`config.mk`:
```
export PLATFORM = sky130hd
export DESIGN_NAME = prog_loader
export DESIGN_NICKNAME = d
export VERILOG_FILES = /design/src/rtl/cpu_pkg.sv /design/src/rtl/prog_loader.sv
export SDC_FILE = /design/constraint.sdc
export NUM_CORES = 1
export LEC_CHECK = 0
export ABC_AREA = 1
export CORE_MARGIN = 4
export CORE_UTILIZATION = 54
export CTS_CLUSTER_SIZE = 40
export DETAILED_ROUTE_END_ITERATION = 12
export GPL_TIMING_DRIVEN = 0
export MAX_ROUTING_LAYER = met4
export PLACE_DENSITY = 0.79
export SLEW_MARGIN = 25
export SYNTH_ARGS = -nofsm -noshare
export SYNTH_HDL_FRONTEND = slang
export SYNTH_SLANG_ARGS = --single-unit
```
`constraint.sdc`:
```
create_clock -name clk -period 2.4 [get_ports clk]
set_clock_uncertainty 0.2 [all_clocks]
set_input_delay 0.36 -clock clk [delete_from_list [all_inputs] [get_ports clk]]
set_output_delay 0.36 -clock clk [all_outputs]
set_load 0.02 [all_outputs]
```
`src/rtl/cpu_pkg.sv`:
```
// Shared definitions for the boot-time program loader: ISA word width,
// loader state encoding and error codes.
package cpu_pkg;

  localparam int unsigned INSTR_W = 18;
  localparam int unsigned BYTE_W  = 8;
  localparam int unsigned CNT_W   = 16;

  typedef enum logic [2:0] {
    ST_IDLE   = 3'd0,
    ST_HDR_LO = 3'd1,
    ST_HDR_HI = 3'd2,
    ST_DATA   = 3'd3,
    ST_CSUM   = 3'd4,
    ST_DONE   = 3'd5,
    ST_ERROR  = 3'd6
  } state_e;

  localparam logic [1:0] ERR_NONE  = 2'b00;
  localparam logic [1:0] ERR_COUNT = 2'b01;
  localparam logic [1:0] ERR_PAD   = 2'b10;
  localparam logic [1:0] ERR_CSUM  = 2'b11;

  // States in which the loader consumes stream bytes.
  function automatic logic is_busy(input state_e s);
    return (s == ST_HDR_LO) || (s == ST_HDR_HI) || (s == ST_DATA) || (s == ST_CSUM);
  endfunction

endpackage

```
`src/rtl/prog_loader.sv`:
```
// Boot-time program loader: assembles 18-bit words from a byte stream, writes
// them into instruction memory from address 0 and releases the cpu on success.
module prog_loader #(
  parameter int unsigned ADDR_W    = 10,
  parameter int unsigned INSTR_W   = cpu_pkg::INSTR_W,
  parameter int unsigned MAX_WORDS = 1024
) (
  input  logic               clk,
  input  logic               reset,
  input  logic               start,
  input  logic [7:0]         in_data,
  input  logic               in_valid,
  output logic               in_ready,
  output logic               mem_we,
  output logic [ADDR_W-1:0]  mem_addr,
  output logic [INSTR_W-1:0] mem_wdata,
  output logic               cpu_reset,
  output logic               busy,
  output logic               done,
  output logic               error,
  output logic [1:0]         err_code,
  output logic [ADDR_W:0]    words_loaded
);
  import cpu_pkg::*;

  state_e             r_state;
  state_e             w_next;
  logic [1:0]         w_err_next;

  logic               r_in_ready;
  logic               r_busy;
  logic               r_done;
  logic               r_error;
  logic               r_cpu_reset;
  logic [1:0]         r_err_code;

  logic [1:0]         r_byte_idx;
  logic [BYTE_W-1:0]  r_xor;
  logic [15:0]        r_shift;
  logic [CNT_W-1:0]   r_count;
  logic [ADDR_W:0]    r_words_loaded;
  logic               r_mem_we;
  logic [ADDR_W-1:0]  r_mem_addr;
  logic [INSTR_W-1:0] r_mem_wdata;

  logic               w_accept;
  logic               w_start;
  logic               w_last_byte;
  logic               w_pad_bad;
  logic               w_final_word;
  logic [23:0]        w_word24;
  logic [CNT_W-1:0]   w_count;

  assign w_accept     = r_in_ready & in_valid;
  assign w_start      = start & ((r_state == ST_IDLE) || (r_state == ST_DONE) ||
                                 (r_state == ST_ERROR));
  assign w_last_byte  = (r_byte_idx == 2'd2);
  assign w_word24     = {in_data, r_shift};
  assign w_pad_bad    = (w_word24 >> INSTR_W) != 24'd0;
  assign w_count      = {in_data, r_count[7:0]};
  assign w_final_word = (CNT_W'(r_words_loaded) + CNT_W'(1)) == r_count;

  always_ff @(posedge clk) begin
    if (reset) r_state <= ST_IDLE;
    else       r_state <= w_next;
  end

  // Next-state and next error code.
  always_comb begin
    w_next     = r_state;
    w_err_next = r_err_code;
    case (r_state)
      ST_IDLE, ST_DONE, ST_ERROR: begin
        if (start) begin
          w_next     = ST_HDR_LO;
          w_err_next = ERR_NONE;
        end
      end
      ST_HDR_LO: if (w_accept) w_next = ST_HDR_HI;
      ST_HDR_HI: begin
        if (w_accept) begin
          if (32'(w_count) > MAX_WORDS) begin
            w_next     = ST_ERROR;
            w_err_next = ERR_COUNT;
          end else if (w_count == CNT_W'(0)) begin
            w_next = ST_CSUM;
          end else begin
            w_next = ST_DATA;
          end
        end
      end
      ST_DATA: begin
        if (w_accept && w_last_byte) begin
          if (w_pad_bad) begin
            w_next     = ST_ERROR;
            w_err_next = ERR_PAD;
          end else if (w_final_word) begin
            w_next = ST_CSUM;
          end
        end
      end
      ST_CSUM: begin
        if (w_accept) begin
          if (in_data == r_xor) begin
            w_next = ST_DONE;
          end else begin
            w_next     = ST_ERROR;
            w_err_next = ERR_CSUM;
          end
        end
      end
      default: w_next = ST_IDLE;
    endcase
  end

  // Status outputs registered from the next state so they track it cycle-exactly.
  always_ff @(posedge clk) begin
    if (reset) begin
      r_in_ready  <= 1'b0;
      r_busy      <= 1'b0;
      r_done      <= 1'b0;
      r_error     <= 1'b0;
      r_cpu_reset <= 1'b1;
      r_err_code  <= ERR_NONE;
    end else begin
      r_in_ready  <= is_busy(w_next);
      r_busy      <= is_busy(w_next);
      r_done      <= (w_next == ST_DONE);
      r_error     <= (w_next == ST_ERROR);
      r_cpu_reset <= (w_next != ST_DONE);
      r_err_code  <= w_err_next;
    end
  end

  // Byte assembly, checksum accumulation and the one-cycle memory write.
  always_ff @(posedge clk) begin
    if (reset) begin
      r_byte_idx     <= 2'd0;
      r_xor          <= '0;
      r_shift        <= '0;
      r_count        <= '0;
      r_words_loaded <= '0;
      r_mem_we       <= 1'b0;
      r_mem_addr     <= '0;
      r_mem_wdata    <= '0;
    end else begin
      r_mem_we <= 1'b0;
      if (r_mem_we) r_words_loaded <= r_words_loaded + (ADDR_W+1)'(1);
      if (w_start) begin
        r_byte_idx     <= 2'd0;
        r_xor          <= '0;
        r_words_loaded <= '0;
      end else if (w_accept) begin
        r_xor <= r_xor ^ in_data;
        case (r_state)
          ST_HDR_LO: r_count[7:0] <= in_data;
          ST_HDR_HI: r_count      <= w_count;
          ST_DATA: begin
            if (w_last_byte) begin
              r_byte_idx <= 2'd0;
              if (!w_pad_bad) begin
                r_mem_we    <= 1'b1;
                r_mem_addr  <= r_words_loaded[ADDR_W-1:0];
                r_mem_wdata <= INSTR_W'(w_word24);
              end
            end else begin
              r_byte_idx <= r_byte_idx + 2'd1;
              r_shift    <= {in_data, r_shift[15:8]};
            end
          end
          default: ;
        endcase
      end
    end
  end

  assign in_ready     = r_in_ready;
  assign busy         = r_busy;
  assign done         = r_done;
  assign error        = r_error;
  assign cpu_reset    = r_cpu_reset;
  assign err_code     = r_err_code;
  assign words_loaded = r_words_loaded;
  assign mem_we       = r_mem_we;
  assign mem_addr     = r_mem_addr;
  assign mem_wdata    = r_mem_wdata;

endmodule

```
Word-level counts from Yosys, hierarchy flattened
Index checks and enable logic that the tools add are counted.
{"block": "word_totals", "reg_bits": 91, "inputBits": 12, "out_inout_bits": 47, "word_cells": 90}
{"block": "op_classes", "n_addsub": 3, "n_lt_le_gt_ge": 1, "eq_ne": 23, "mux": 21, "bitwise_logic": 8, "reduce_logical": 19}
{"op": "2-to-1 mux 3 bit", "count": 9}
{"op": "nonzero test 24 bit", "count": 1}
{"op": "== test 3 bit (second input constant)", "count": 6}
{"op": "2-to-1 mux 2 bit", "count": 9}
{"op": "== test 12 x 16 -> 1 bit", "count": 1}
{"op": "> comparator 16 x 11 -> 1 bit (second input constant)", "count": 1}
{"op": "logical NOT 16 bit", "count": 1}
{"op": "one-hot mux 3 bit (5 select lines)", "count": 1}
{"op": "inequality test 2 bit (second input constant)", "count": 7}
{"op": "adder 11 x 1 -> 12 bit (second input constant)", "count": 1}
{"op": "== test 3 x 2 -> 1 bit (second input constant)", "count": 4}
{"op": "adder 11 x 1 -> 11 bit (second input constant)", "count": 1}
{"op": "== test 8 bit", "count": 1}
{"op": "one-hot mux 2 bit (4 select lines)", "count": 1}
{"op": "AND reduction 8 bit", "count": 1}
{"op": "bitwise XOR 8 bit", "count": 1}
{"op": "== test 3 x 1 -> 1 bit (second input constant)", "count": 2}
{"op": "AND reduction 3 bit", "count": 2}
{"op": "logical OR 1 bit", "count": 5}
{"op": "NOT 1 bit", "count": 5}
{"op": "AND reduction 5 bit", "count": 1}
{"op": "OR reduction 5 bit", "count": 1}
{"op": "AND reduction 4 bit", "count": 1}
{"op": "nonzero test 4 bit", "count": 1}
{"op": "10 further kinds", "count": 11}

Depth between registers and ports, before layout
{"block": "logic_depth", "ltp_word": 10, "ltp_mapped": 19}

Least setup slack after synthesis
Ideal clock, no wire load.
{"block": "synth_path", "path_kind": "reg-to-reg", "start": "register r_words_loaded[1], in the netlist words_loaded[1]", "end": "register r_cpu_reset, in the netlist cpu_reset", "arrival_time_ns": 1.919, "required_time_ns": 2.088, "path_slack_ns": 0.169, "stages_incl_launch_ff": 14, "synth_period_minus_slack_ns": 2.231, "path_cell_list": "dfxtp_1 -> ha_1 -> nand3_1 -> nor2_1 -> nand2_1 -> nand2_1 -> nand2_1 -> xor2_1 -> nor2_2 -> a21boi_1 -> o21ai_2 -> nand2_1 -> nor2_2 -> inv_1"}
{"block": "synth_between", "elab_chain_len": 7}
{"item": "start: declaration", "line": "prog_loader.sv:41", "text": "logic [ADDR_W:0] r_words_loaded;"}
{"item": "start signal: assignment", "line": "prog_loader.sv:148", "text": "if (r_mem_we) r_words_loaded <= r_words_loaded + (ADDR_W+1)'(1);"}
{"item": "adder 11 x 1 -> 12 bit", "line": "prog_loader.sv:61", "text": "assign w_final_word = (CNT_W'(r_words_loaded) + CNT_W'(1)) == r_count;"}
{"item": "== test 12 x 16 -> 1 bit", "line": "prog_loader.sv:61"}
{"item": "2-to-1 mux 3 bit", "line": "prog_loader.sv:97", "text": "end else if (w_final_word) begin"}
{"item": "2-to-1 mux 3 bit", "line": "prog_loader.sv:94", "text": "if (w_pad_bad) begin"}
{"item": "2-to-1 mux 3 bit", "line": "prog_loader.sv:93", "text": "if (w_accept && w_last_byte) begin"}
{"item": "one-hot mux 3 bit (5 select lines)", "line": "prog_loader.sv:72", "text": "case (r_state)"}
{"item": "inequality test 3 bit", "line": "prog_loader.sv:130", "text": "r_cpu_reset <= (w_next != ST_DONE);"}
{"item": "end signal: assignment", "line": "prog_loader.sv:130"}
{"item": "end: declaration", "line": "prog_loader.sv:34", "text": "logic r_cpu_reset;"}
Every way passes these cells.
A chain may end at the register's enable or synchronous reset.

Worst setup path in the final report
{"block": "layout_path", "start": "register r_words_loaded[0], in the netlist words_loaded[0]", "end": "register r_busy, in the netlist busy"}
{"block": "layout_between", "elab_chain_len": 10}
{"item": "adder 11 x 1 -> 12 bit (*)", "line": "prog_loader.sv:61"}
{"item": "== test 12 x 16 -> 1 bit (*)", "line": "prog_loader.sv:61"}
{"item": "2-to-1 mux 3 bit (*)", "line": "prog_loader.sv:97"}
{"item": "2-to-1 mux 3 bit (*)", "line": "prog_loader.sv:94"}
{"item": "2-to-1 mux 3 bit (*)", "line": "prog_loader.sv:93"}
{"item": "one-hot mux 3 bit (5 select lines) (*)", "line": "prog_loader.sv:72"}
{"item": "== test 3 x 1 -> 1 bit or == test 3 x 2 -> 1 bit (tied branches)", "line": "cpu_pkg.sv:26", "text": "return (s == ST_HDR_LO) || (s == ST_HDR_HI) || (s == ST_DATA) || (s == ST_CSUM);"}
{"item": "logical OR 1 bit (2 in a row)", "line": "cpu_pkg.sv:26"}
{"item": "logical OR 1 bit (*)", "line": "cpu_pkg.sv:26"}
{"item": "end signal: assignment", "line": "prog_loader.sv:127", "text": "r_busy <= is_busy(w_next);"}
{"item": "end: declaration", "line": "prog_loader.sv:31", "text": "logic r_busy;"}
Mark *: on every way between the ends. The rest lies on a longest branch, timed or not.

==> flow_summary_export.csv <==
group,metric,value,unit
clock_tree,cts_tree,"yes",
synth,yosysMostFrequentCell,"nand2_1",
finish,nets,662,
synth,syn_nets,579,
power,p_leak,1.985,nW
finish,area_growth,27.88,%
power,p_sw,1.341,mW
place,gp_congestion,0.9590,
die,dieHeight,94.45,um
clock_tree,clock-sinks,91,
timing,slew_headroom,0.5750,
power,pwr-share-clk,0.272,
worst_setup_path,start_kind,"flop",
route,wl_per_cell,14.55,um
timing,drv_slew,0,
route,vias,4067,
route,drc,0,
route,drtAntennaViolNets,0,
place,port-buffer-count,58,
synth,ys_ff_latch,91,
worst_setup_path,worstPathRequired,2.51,ns
clock_tree,cts_buffer_depth,2,
worst_setup_path,cp_max_fo,6,
synth,yosysUniqueCellTypes,32,
worst_setup_path,path_class,"reg2reg",
synth,ys_seq_area_frac,0.4515,
synth,yosysWarnings,0,
route,finalWirelength,10960,um
power,powerDensity,729.1,nW/um^2
hold_path,hp-class,"reg2reg",
die,ios,59,
clock_tree,clkTransAtPathRegs,0.10,ns
die,dieArea,8920,sq um
route,drt_iter0_drc,242,
synth,synth_area_leader_cell,"dfxtp_1",
grt,grt_pass1_wl,17740,um
outcome,status,"completed",
worst_setup_path,endpoint_kind,"flop",
timing,setup_ws,0.1425,ns
clock_tree,cts_hold_buffers,0,
worst_setup_path,critPathBufInv,0,
power,p_int,2.422,mW
synth,syn-instance-count,566,
grt,grt_use_total,0.2633,
die,num_rows,31,
synth,ys_top_cells_by_area,"dfxtp_1 45%, nand2_1 11%, nor2_1 7.0%",
timing,hold_violations,0,
finish,drive_gt1_frac,0.1193,
timing,finalCritPeriodShare,0.9406,
timing,tightest_slew,0.6375,ns
grt,grt_overflow,0,
finish,post-route-util,0.7114,
clock_tree,cts_max_level,3,
power,totalPowerFinal,3.762,mW
synth,async_flop_share,0,
synth,ys.flop_type,"dfxtp_1",
die,core_area,7253,sq um
power,power_frac_comb,0.274,
die,die-width,94.45,um
timing,rsz0062_at_grt,"true",
grt,antenna_found_initial,0,
synth,syn_avg_cell_area,7.129,sq um
route,drt-vias-per-instance,5.401,
synth,synth_common_cells,"117 x nand2_1, 91 x dfxtp_1, 75 x nor2_1, 63 x inv_1, 50 x a21oi_1",
grt,grt_pass1_vias,3765,
clock_tree,worst_skew_pair.late_latency,0.37,ns
worst_setup_path,path_common_cell,"nand2_1",
worst_setup_path,path_cells,"ha_4, nand2_4, nor2_2, nand3_1, nand3_1, nand2_1, nor2_2, nand2_1, nor2_4, nand3_1, nand2_1, nand2_1, nand2_2, nand2_1, nand2_1, nand2_1, nor2_1",
worst_setup_path,cp_slowest_cell,"dfxtp_4",
flow_run,cap_violations,0,
clock_tree,cts_buffers,9,
timing,setup_violations,0,
route,firstDrtPassIters,6,
synth,synth_area,4035,sq um
worst_setup_path,critical_path.max_stage_delay,0.41,ns
power,switching_share,0.3563,
die,initial_core_util,0.5563,
timing,fin_crit,2.257,ns
worst_setup_path,critPathTopFamily,"simple AND/OR/NAND/NOR gates",
synth,synth_edf_count,0,
place,hpwlAfterDp,7992,um
place,post-place-ws,-0.3369,ns
timing,max_freq,443.0,MHz
grt,grt_max_degree,18,
finish,n_antenna_cell,0,
synth,yosysTopAreaCellShare,0.4515,
power,pwr-share-seq,0.454,
power,ir_drop,0.5206,mV
clock_tree,clockRootBuffer,"clkbuf_8",
worst_setup_path,cp.arrival,2.37,ns
[tightest hold or removal path: stages (launching register included)]
cell	delay, ns
dfxtp_1	0.31
inv_1	0.06
a21oi_1	0.06
[sequential cells by signal (all words and copies together), names as in the netlist]
name	count
mem_wdata	18
r_count	16
r_shift	16
words_loaded	11
mem_addr	10
r_xor	8
r_state	3
err_code	2
r_byte_idx	2
busy	1
cpu_reset	1
done	1
error	1
mem_we	1
[path summary, 6_finish.rpt]
check                                      from          to  slack (ns)  cells after the start
worst max-delay path            words_loaded[0]        busy        0.14                     17
worst min-delay path                 r_shift[6]  r_shift[6]        0.26                      2
worst max register to register  words_loaded[0]        busy        0.14                     17
worst min register to register       r_shift[6]  r_shift[6]        0.26                      2
[stage by stage]
step                      hold WS (ns)  cell area, sq um  cells  TNS (ns)
after floorplan                 0.2292              4035    566         0
after CTS                       0.2600              4979    740         0
after global routing            0.2782              5160    753  -0.09509
after detailed placement        0.2463              4740    723    -11.89
final                           0.2596              5160    753         0
after global placement          0.2392              4740    723    -9.560
[final cells by class]
class	count	area [sq um]
well taps	99	123.9
plain buffers	21	92.59
clock inverters	6	58.81
multi-input cells	388	1968
flip-flops and latches	91	1839
inverters	66	251.5
fillers	594	2093
repair buffers	72	688.2
clock buffers	10	137.6
[logic make-up after synthesis]
group,Yosys count,synth area share
xor+xnor,9,0.01953
buf+inv,87,0.08279
simple gates,246,0.2586
flops,91,0.4515
compound gates,132,0.1845
fa+ha+maj,1,0.003100
[power groups by stage]
stage | logic [mW] | registers [mW] | clock network (mW)
2_1_floorplan | 0.639 | 1.74 | 0
3_3_place_gp | 0.918 | 1.74 | 0
3_5_place_dp | 0.935 | 1.74 | 0
4_1_cts | 0.957 | 1.70 | 1.04
5_1_grt | 1.15 | 1.72 | 1.12
6_report | 1.03 | 1.71 | 1.02
[layer usage]
layer	global-route usage	up-vias	wire, um
li1	-	2010	-
met1	0.3267	1899	4839
met2	0.4096	135	5209
met3	0.05259	23	604
met4	0.1300	0	305
met5	-	-	0
[placed cells by master, fill, tap and decap left out, types with 5 or more instances in the layout]
| cell type | count |
|---|---|
| nand2_1 | 113 |
| dfxtp_1 | 83 |
| nor2_1 | 69 |
| inv_1 | 62 |
| clkdlybuf4s50_1 | 57 |
| a21oi_1 | 50 |
| o21ai_0 | 44 |
| a211oi_1 | 27 |
| nand3_1 | 26 |
| buf_4 | 15 |
| clkbuf_1 | 11 |
| clkbuf_8 | 10 |
| nor2_2 | 7 |
| nor2_4 | 7 |
| clkbuf_2 | 5 |
| nand2_2 | 5 |
| xor2_1 | 5 |
| a31oi_1 | 5 |
| dfxtp_2 | 5 |
[repair_timing]
item                       4_1_cts  5_1_grt
pin swaps                        4        8
setup endpoints to repair        3       50
hold endpoints to repair         0        0
resized for setup               14       32
setup buffers                    1       13
Note: power is estimated with default switching activity, not from simulation.
